`src/rtl/cpu_pkg.sv`:
```
// Shared CPU definitions: instruction width, field positions and the loader FSM states.
package cpu_pkg;

    localparam int INSTR_W = 24;

    localparam int OPC_HI = 23;
    localparam int OPC_LO = 20;
    localparam int WA_HI  = 19;
    localparam int WA_LO  = 16;
    localparam int RA1_HI = 15;
    localparam int RA1_LO = 12;
    localparam int RA2_HI = 11;
    localparam int RA2_LO = 8;
    localparam int IMM_HI = 7;
    localparam int IMM_LO = 0;

    typedef enum logic [1:0] {
        IDLE  = 2'd0,
        RECV  = 2'd1,
        WRITE = 2'd2,
        DONE  = 2'd3
    } state_t;

    // Big-endian byte insertion: byte 0 carries opcode/WA, byte 1 RA1/RA2, byte 2 the immediate.
    function automatic logic [INSTR_W-1:0] insert_byte(
        input logic [INSTR_W-1:0] word,
        input logic [1:0]         idx,
        input logic [7:0]         data
    );
        logic [INSTR_W-1:0] res;
        res = word;
        case (idx)
            2'd0:    res[OPC_HI:WA_LO]  = data;
            2'd1:    res[RA1_HI:RA2_LO] = data;
            2'd2:    res[IMM_HI:IMM_LO] = data;
            default: res = word;
        endcase
        return res;
    endfunction

endpackage

```
`src/rtl/imem_loader.sv`:
```
// Streams 8-bit program bytes into 24-bit instruction words and writes them
// into instruction memory while holding the CPU in reset.
module imem_loader
    import cpu_pkg::*;
#(
    parameter int ADDR_W = 8
) (
    input  logic               CLK,
    input  logic               reset,
    input  logic               load_start,
    input  logic [ADDR_W-1:0]  prog_len,
    input  logic               byte_valid,
    input  logic [7:0]         byte_data,
    output logic               byte_ready,
    output logic               imem_we,
    output logic [ADDR_W-1:0]  imem_addr,
    output logic [INSTR_W-1:0] imem_wdata,
    output logic               cpu_hold,
    output logic               busy,
    output logic               done
);

    state_t              state_r;
    logic [1:0]          idx_r;
    logic [ADDR_W-1:0]   len_r;
    logic [ADDR_W-1:0]   addr_r;
    logic [INSTR_W-1:0]  wdata_r;
    logic                byte_ready_r;
    logic                we_r;
    logic                busy_r;
    logic                done_r;
    logic                accept_s;
    logic                last_s;

    assign accept_s = byte_valid && byte_ready_r;
    assign last_s   = (addr_r == (len_r - {{(ADDR_W-1){1'b0}}, 1'b1}));

    // Loader FSM; every output is registered alongside the state it belongs to.
    always_ff @(posedge CLK or negedge reset) begin
        if (!reset) begin
            state_r      <= IDLE;
            idx_r        <= 2'd0;
            len_r        <= '0;
            addr_r       <= '0;
            wdata_r      <= '0;
            byte_ready_r <= 1'b0;
            we_r         <= 1'b0;
            busy_r       <= 1'b0;
            done_r       <= 1'b0;
        end else begin
            case (state_r)
                IDLE: begin
                    if (load_start) begin
                        len_r  <= prog_len;
                        addr_r <= '0;
                        idx_r  <= 2'd0;
                        busy_r <= 1'b1;
                        if (prog_len != '0) begin
                            state_r      <= RECV;
                            byte_ready_r <= 1'b1;
                        end else begin
                            state_r <= DONE;
                            done_r  <= 1'b1;
                        end
                    end else begin
                        state_r <= IDLE;
                    end
                end
                RECV: begin
                    if (accept_s) begin
                        wdata_r <= insert_byte(wdata_r, idx_r, byte_data);
                        if (idx_r == 2'd2) begin
                            state_r      <= WRITE;
                            idx_r        <= 2'd0;
                            byte_ready_r <= 1'b0;
                            we_r         <= 1'b1;
                        end else begin
                            idx_r <= idx_r + 2'd1;
                        end
                    end else begin
                        state_r <= RECV;
                    end
                end
                WRITE: begin
                    we_r <= 1'b0;
                    if (last_s) begin
                        state_r <= DONE;
                        done_r  <= 1'b1;
                    end else begin
                        state_r      <= RECV;
                        addr_r       <= addr_r + {{(ADDR_W-1){1'b0}}, 1'b1};
                        idx_r        <= 2'd0;
                        byte_ready_r <= 1'b1;
                    end
                end
                DONE: begin
                    state_r <= IDLE;
                    done_r  <= 1'b0;
                    busy_r  <= 1'b0;
                end
                default: begin
                    state_r      <= IDLE;
                    idx_r        <= 2'd0;
                    byte_ready_r <= 1'b0;
                    we_r         <= 1'b0;
                    busy_r       <= 1'b0;
                    done_r       <= 1'b0;
                end
            endcase
        end
    end

    assign byte_ready = byte_ready_r;
    assign imem_we    = we_r;
    assign imem_addr  = addr_r;
    assign imem_wdata = wdata_r;
    assign busy       = busy_r;
    assign cpu_hold   = busy_r;
    assign done       = done_r;

endmodule

```
`config.mk`:
```
export PLATFORM = sky130hd
export DESIGN_NAME = imem_loader
export DESIGN_NICKNAME = d
export VERILOG_FILES = /design/src/rtl/cpu_pkg.sv /design/src/rtl/imem_loader.sv
export SDC_FILE = /design/constraint.sdc
export NUM_CORES = 1
export LEC_CHECK = 0
export ABC_AREA = 1
export BUFFER_PORTS_ARGS = -buffer_cell sky130_fd_sc_hd__buf_2
export CORE_ASPECT_RATIO = 0.9
export CORE_MARGIN = 2
export CORE_UTILIZATION = 53
export DETAILED_ROUTE_END_ITERATION = 7
export PLACE_DENSITY = 0.86
export SLEW_MARGIN = 20
export SYNTH_ARGS = -nofsm -noshare
export SYNTH_HDL_FRONTEND = slang
export SYNTH_SLANG_ARGS = --single-unit
```
`constraint.sdc`:
```
create_clock -name CLK -period 2.3 [get_ports CLK]
set_input_delay 0.345 -clock CLK [delete_from_list [all_inputs] [get_ports CLK]]
set_output_delay 0.345 -clock CLK [all_outputs]
set_load 0.02 [all_outputs]
```
# [Word-level counts from Yosys, hierarchy flattened]
# Index checks and enable logic that the tools add are counted.
[word_totals] ff_bits=48 input_bits=20 out_inout_bits=37 wordCells=76
[op_classes] n_addsub=3 n_eq_ne=14 n_mux=29 n_reduce_logical=19
[op_table] operator="2-bit 2-to-1 mux" count=9
[op_table] operator="8-bit 2-to-1 mux" count=2
[op_table] operator="8-bit one-hot mux with 2 select lines" count=1
[op_table] operator="3-bit AND reduction" count=5
[op_table] operator="2-bit != test (second input constant)" count=7
[op_table] operator="1-bit 2-to-1 mux" count=11
[op_table] operator="8-bit by 1-bit adder with 8-bit output (second input constant)" count=1
[op_table] operator="8-bit equality test" count=1
[op_table] operator="2-bit one-hot mux with 4 select lines" count=1
[op_table] operator="4-bit AND reduction" count=2
[op_table] operator="8-bit nonzero test" count=1
[op_table] operator="8-bit by 1-bit subtractor with 8-bit output (second input constant)" count=1
[op_table] operator="2-bit equality test (second input constant)" count=3
[op_table] operator="1-bit one-hot mux with 3 select lines" count=2
[op_table] operator="2-bit one-hot mux with 3 select lines" count=1
[op_table] operator="6-bit AND reduction" count=1
[op_table] operator="2-bit nonzero test" count=3
[op_table] operator="3-bit nonzero test" count=2
[op_table] operator="2-bit by 1-bit equality test with 1-bit output (second input constant)" count=2
[op_table] operator="2-bit zero test" count=2
[op_table] operator="1-bit one-hot mux with 2 select lines" count=2
[op_table] operator="2-bit AND reduction" count=2
[op_table] operator="3-bit != test (second input constant)" count=1
[op_table] operator="2-bit by 1-bit adder with 2-bit output (second input constant)" count=1
[op_table] operator="1-bit logical AND" count=1

# [Longest topological paths before layout]
[logic_depth] word_depth=4 depth_mapped=15 ltp_nobuf=15

# [Worst setup path before layout]
# No wires, ideal clock.
[synth_path] kind="register to register" start="register len_r[0]" end="register addr_r[4] (netlist: imem_addr[4])" setup_time_ps=118 arrival_time_ps=1639 required_time_ps=2182 path_slack_ps=543 path_stages_with_launch=14 n_path_buf=1 synth_period_minus_slack_ps=1757 path_cell_list="dfrtp_1 -> inv_2 -> ha_1 -> xor2_1 -> nand2_1 -> nor2_1 -> nand3_1 -> nor2_2 -> nand2_1 -> nand2_1 -> nand2_2 -> buf_6 -> nand2_1 -> o21ai_2"
[synth_between] elab_chain_len=4
[synth_rtl] item="start: declaration" line_no="imem_loader.sv:25" rtl="logic [ADDR_W-1:0] len_r;"
[synth_rtl] item="start signal: assignment" line_no="imem_loader.sv:54" rtl="len_r <= prog_len;"
[synth_rtl] item="8-bit by 1-bit subtractor with 8-bit output" line_no="imem_loader.sv:36" rtl="assign last_s = (addr_r == (len_r - {{(ADDR_W-1){1'b0}}, 1'b1}));"
[synth_rtl] item="8-bit equality test" line_no="imem_loader.sv:36"
[synth_rtl] item="2-bit != test (no source line)"
[synth_rtl] item="3-bit AND reduction (no source line)"
[synth_rtl] item="end signal: assignment" line_no="imem_loader.sv:91" rtl="addr_r <= addr_r + {{(ADDR_W-1){1'b0}}, 1'b1};"
[synth_rtl] item="end: declaration" line_no="imem_loader.sv:26" rtl="logic [ADDR_W-1:0] addr_r;"
# Every way passes these cells.
# A chain may end at the register's enable or synchronous reset.

# [Final worst setup path]
[layout_path] start="register len_r[0]" end="register addr_r[2] (netlist: imem_addr[2])"
# Same word-level chain as after synthesis.

==> run_results.csv <==
group,metric,value,unit
run_status,status,"complete, no violations",
timing,fmax,0.498,GHz
cells_and_area,num-fill-cells,379,
floorplan,die_h,67.3,µm
routing,routed_via_density,5.19,
synth,syn_avg_cell_area,7.95,µm²
cts,cts_sinks,48,
grt,overflow,0,
grt,grt_start_max_net_pins,41,
cts,cts_tree,"built",
routing,routed_wl,5160,µm
cts,clock-root-buffer,"clkbuf_8",
placement,gp_congestion,0.899,
cts,cts-resized-gates,0,
synth,syn-num-nets,319,
grt,grt_pass1_wl,8600,µm
cts,htree_levels,2,
power,pwr_density_cell,1260,nW/µm²
job,maxCapViolCount,0,
routing,dr.pass1.iters,5,
routing,final_antenna_net_count,0,
worst_setup_path,crit_type,"reg -> reg",
routing,vias,2174,
timing,setup_viol,0,
timing,hold_violations,0,
floorplan,placementRows,23,
worst_setup_path,endpoint_kind,"register",
grt,grtUsageTotal,22.5,%
synth,ys_ff_latch,48,
synth,ys_warn_count,0,
timing,rsz0062_at_grt,"no",
synth,synthCells,297,
cts,clk_latency,0.30,ns
placement,hpwl,3940,µm
timing,slew_viol_final,0,
timing,finalCritPeriodShare,87.3,%
worst_setup_path,worstPathArrival,2.25,ns
floorplan,io_pins,57,
grt,grt_pass1_vias,1934,
power,vdd_ir_drop_max,788,µV
routing,m1WireLength,2250,µm
worst_setup_path,required,2.54,ns
floorplan,die-width,74.4,µm
hold_path,hp-class,"in -> async",
cells_and_area,drive_above_1_share,23.5,%
worst_setup_path,crit_slowest_cell,"dfrtp_1",
worst_setup_path,cpMostUsedCell,"nand2_1",
cells_and_area,regArea,1200,µm²
cells_and_area,final_cell_mix,"nand2_1 (95), buf_2 (56), dfrtp_1 (48)",
routing,post-route-drc-count,0,
cts,post_cts_buffers,0,
floorplan,dieArea,5010,µm²
worst_setup_path,max_stage_delay,0.43,ns
worst_setup_path,crit_start,"len_r[0]",
worst_setup_path,critPathTopFamily,"simple AND/OR/NAND/NOR gates",
synth,synth_area,2360,µm²
timing,clock_skew,0.0130,ns
worst_setup_path,cp_cell_sequence,"inv_2 > ha_1 > xor2_1 > nand2_1 > nor2_1 > nand3_1 > nor2_2 > nand2_1 > nand2_1 > nand2_2 > inv_1 > nand2_1 > nand2_1",
grt,antenna_found_initial,0,
placement,port_buffers,56,
routing,met3_length,375,µm
cells_and_area,final_common_cell,"nand2_1",
synth,ys_seq_area_share,50.8,%
cts,cts_hold_buf,0,
timing,worst_pin_slew,0.862,ns
routing,drt_iter0_markers,121,
synth,ys_types,27,
timing,timing.hold.ws,0.155,ns
timing,fin_crit,2.01,ns
worst_setup_path,start_kind,"register",
worst_setup_path,reg2reg_from,"len_r[0]",
cells_and_area,antenna_cells,0,
timing,relSlewSlack,42.5,%
cts,cts_made_buffers,5,
cts,path_clk_slew,0.09,ns
floorplan,coreArea,4370,µm²
routing,highest_layer,"met4",
cells_and_area,multi_input_area,995,µm²
cells_and_area,fin_nets,378,
worst_setup_path,crit_buf_inv,2,
power,p_leak,1.55,nW
routing,met2_length,2500,µm
floorplan,initial_core_util,54.0,%
routing,routedWlPerCell,12.3,µm
cts,cts.path.max_buffers,2,
cells_and_area,syn_to_final_growth,20.3,%
timing,fin_tns_setup,0,ns
worst_setup_path,cp_max_fo,13,
[power breakdown]
part | total (mW) | internal [mW] | switching, mW
combinational | 1.51 | 0.501 | 1.01
clock | 0.724 | 0.438 | 0.286
sequential | 1.35 | 1.14 | 0.216
[layout make-up]
| type | count | area share, % |
|---|---|---|
| clock inverter | 3 | 2.42 |
| clock buffer | 5 | 2.42 |
| timing repair buffer | 59 | 10.7 |
| tap | 62 | 2.73 |
| inverter | 34 | 4.49 |
| multi-input combinational | 208 | 35.0 |
| sequential | 48 | 42.3 |
[path summary, 6_finish.rpt]
kind	slack, ns	to	cells past startpoint
worst min register to register	0.49	imem_we	2
worst max-delay path	0.29	imem_addr[2]	13
max in group asynchronous	1.52	imem_wdata[10]	2
min in group CLK	0.28	len_r[2]	3
worst max register to register	0.29	imem_addr[2]	13
worst min-delay path	0.16	imem_addr[4]	1
[cells in the mapped netlist]
master	count	share of area [%]
nor4_1	1	0.26
a21boi_0	1	0.32
nor3_1	1	0.21
dfrtp_1	48	51
a21oi_1	3	0.64
o21ai_0	35	7.4
buf_2	1	0.21
nor2_2	4	1.1
o2111ai_1	1	0.37
o21ai_2	4	1.5
buf_4	1	0.32
ha_1	2	1.1
nor3_4	1	0.69
nand2_2	2	0.53
nand3_2	1	0.42
nand2_1	95	15
inv_2	5	0.79
xnor2_1	2	0.74
o21ai_1	1	0.21
clkbuf_1	4	0.64
xor2_1	8	3.0
nand3_1	16	3.4
inv_1	29	4.6
buf_6	1	0.48
nand4_1	3	0.79
a22oi_1	1	0.32
nor2_1	26	4.1
[worst reg2reg max path: cells and delay by family (launching register included)]
family,cells,cell delay [ns]
flip-flops,1,0.43
buffers and inverters,2,0.24
AND/OR/NAND/NOR,9,0.84
XOR/XNOR,1,0.13
adder cells (fa/ha/maj),1,0.30
[stage by stage]
step	setup slack [ns]	util [%]	area (µm²)	total power, mW	instances
after floorplan	0.543	-	2360	2.44	297
after global placement	0.421	61.8	2700	2.81	411
after detailed placement	0.316	61.8	2700	2.87	411
after CTS	0.299	65.0	2840	3.60	419
after global routing	0.115	65.0	2840	3.86	419
final	0.293	65.0	2840	3.59	419
[sequential cells by signal, indices dropped and copies added, names as in the netlist]
signal and cells:
busy 1, byte_ready 1, done 1, idx_r 2, imem_addr 8, imem_wdata 24
imem_we 1, len_r 8, state_r 2
[metal layers]
metal	up-vias	global-route usage [%]
met4	0	5.58
met1	1023	29.3
met3	4	5.07
met5	-	0
met2	89	38.2
li1	1058	-
[kinds of logic after synthesis]
family | after synthesis | share of synthesized area, %
fa+ha+maj | 2 | 1.06
flops | 48 | 50.8
simple gates | 150 | 26.6
compound gates | 46 | 10.8
xor+xnor | 10 | 3.71
buf+inv | 41 | 7.04
(Power assumes the default switching activity.)
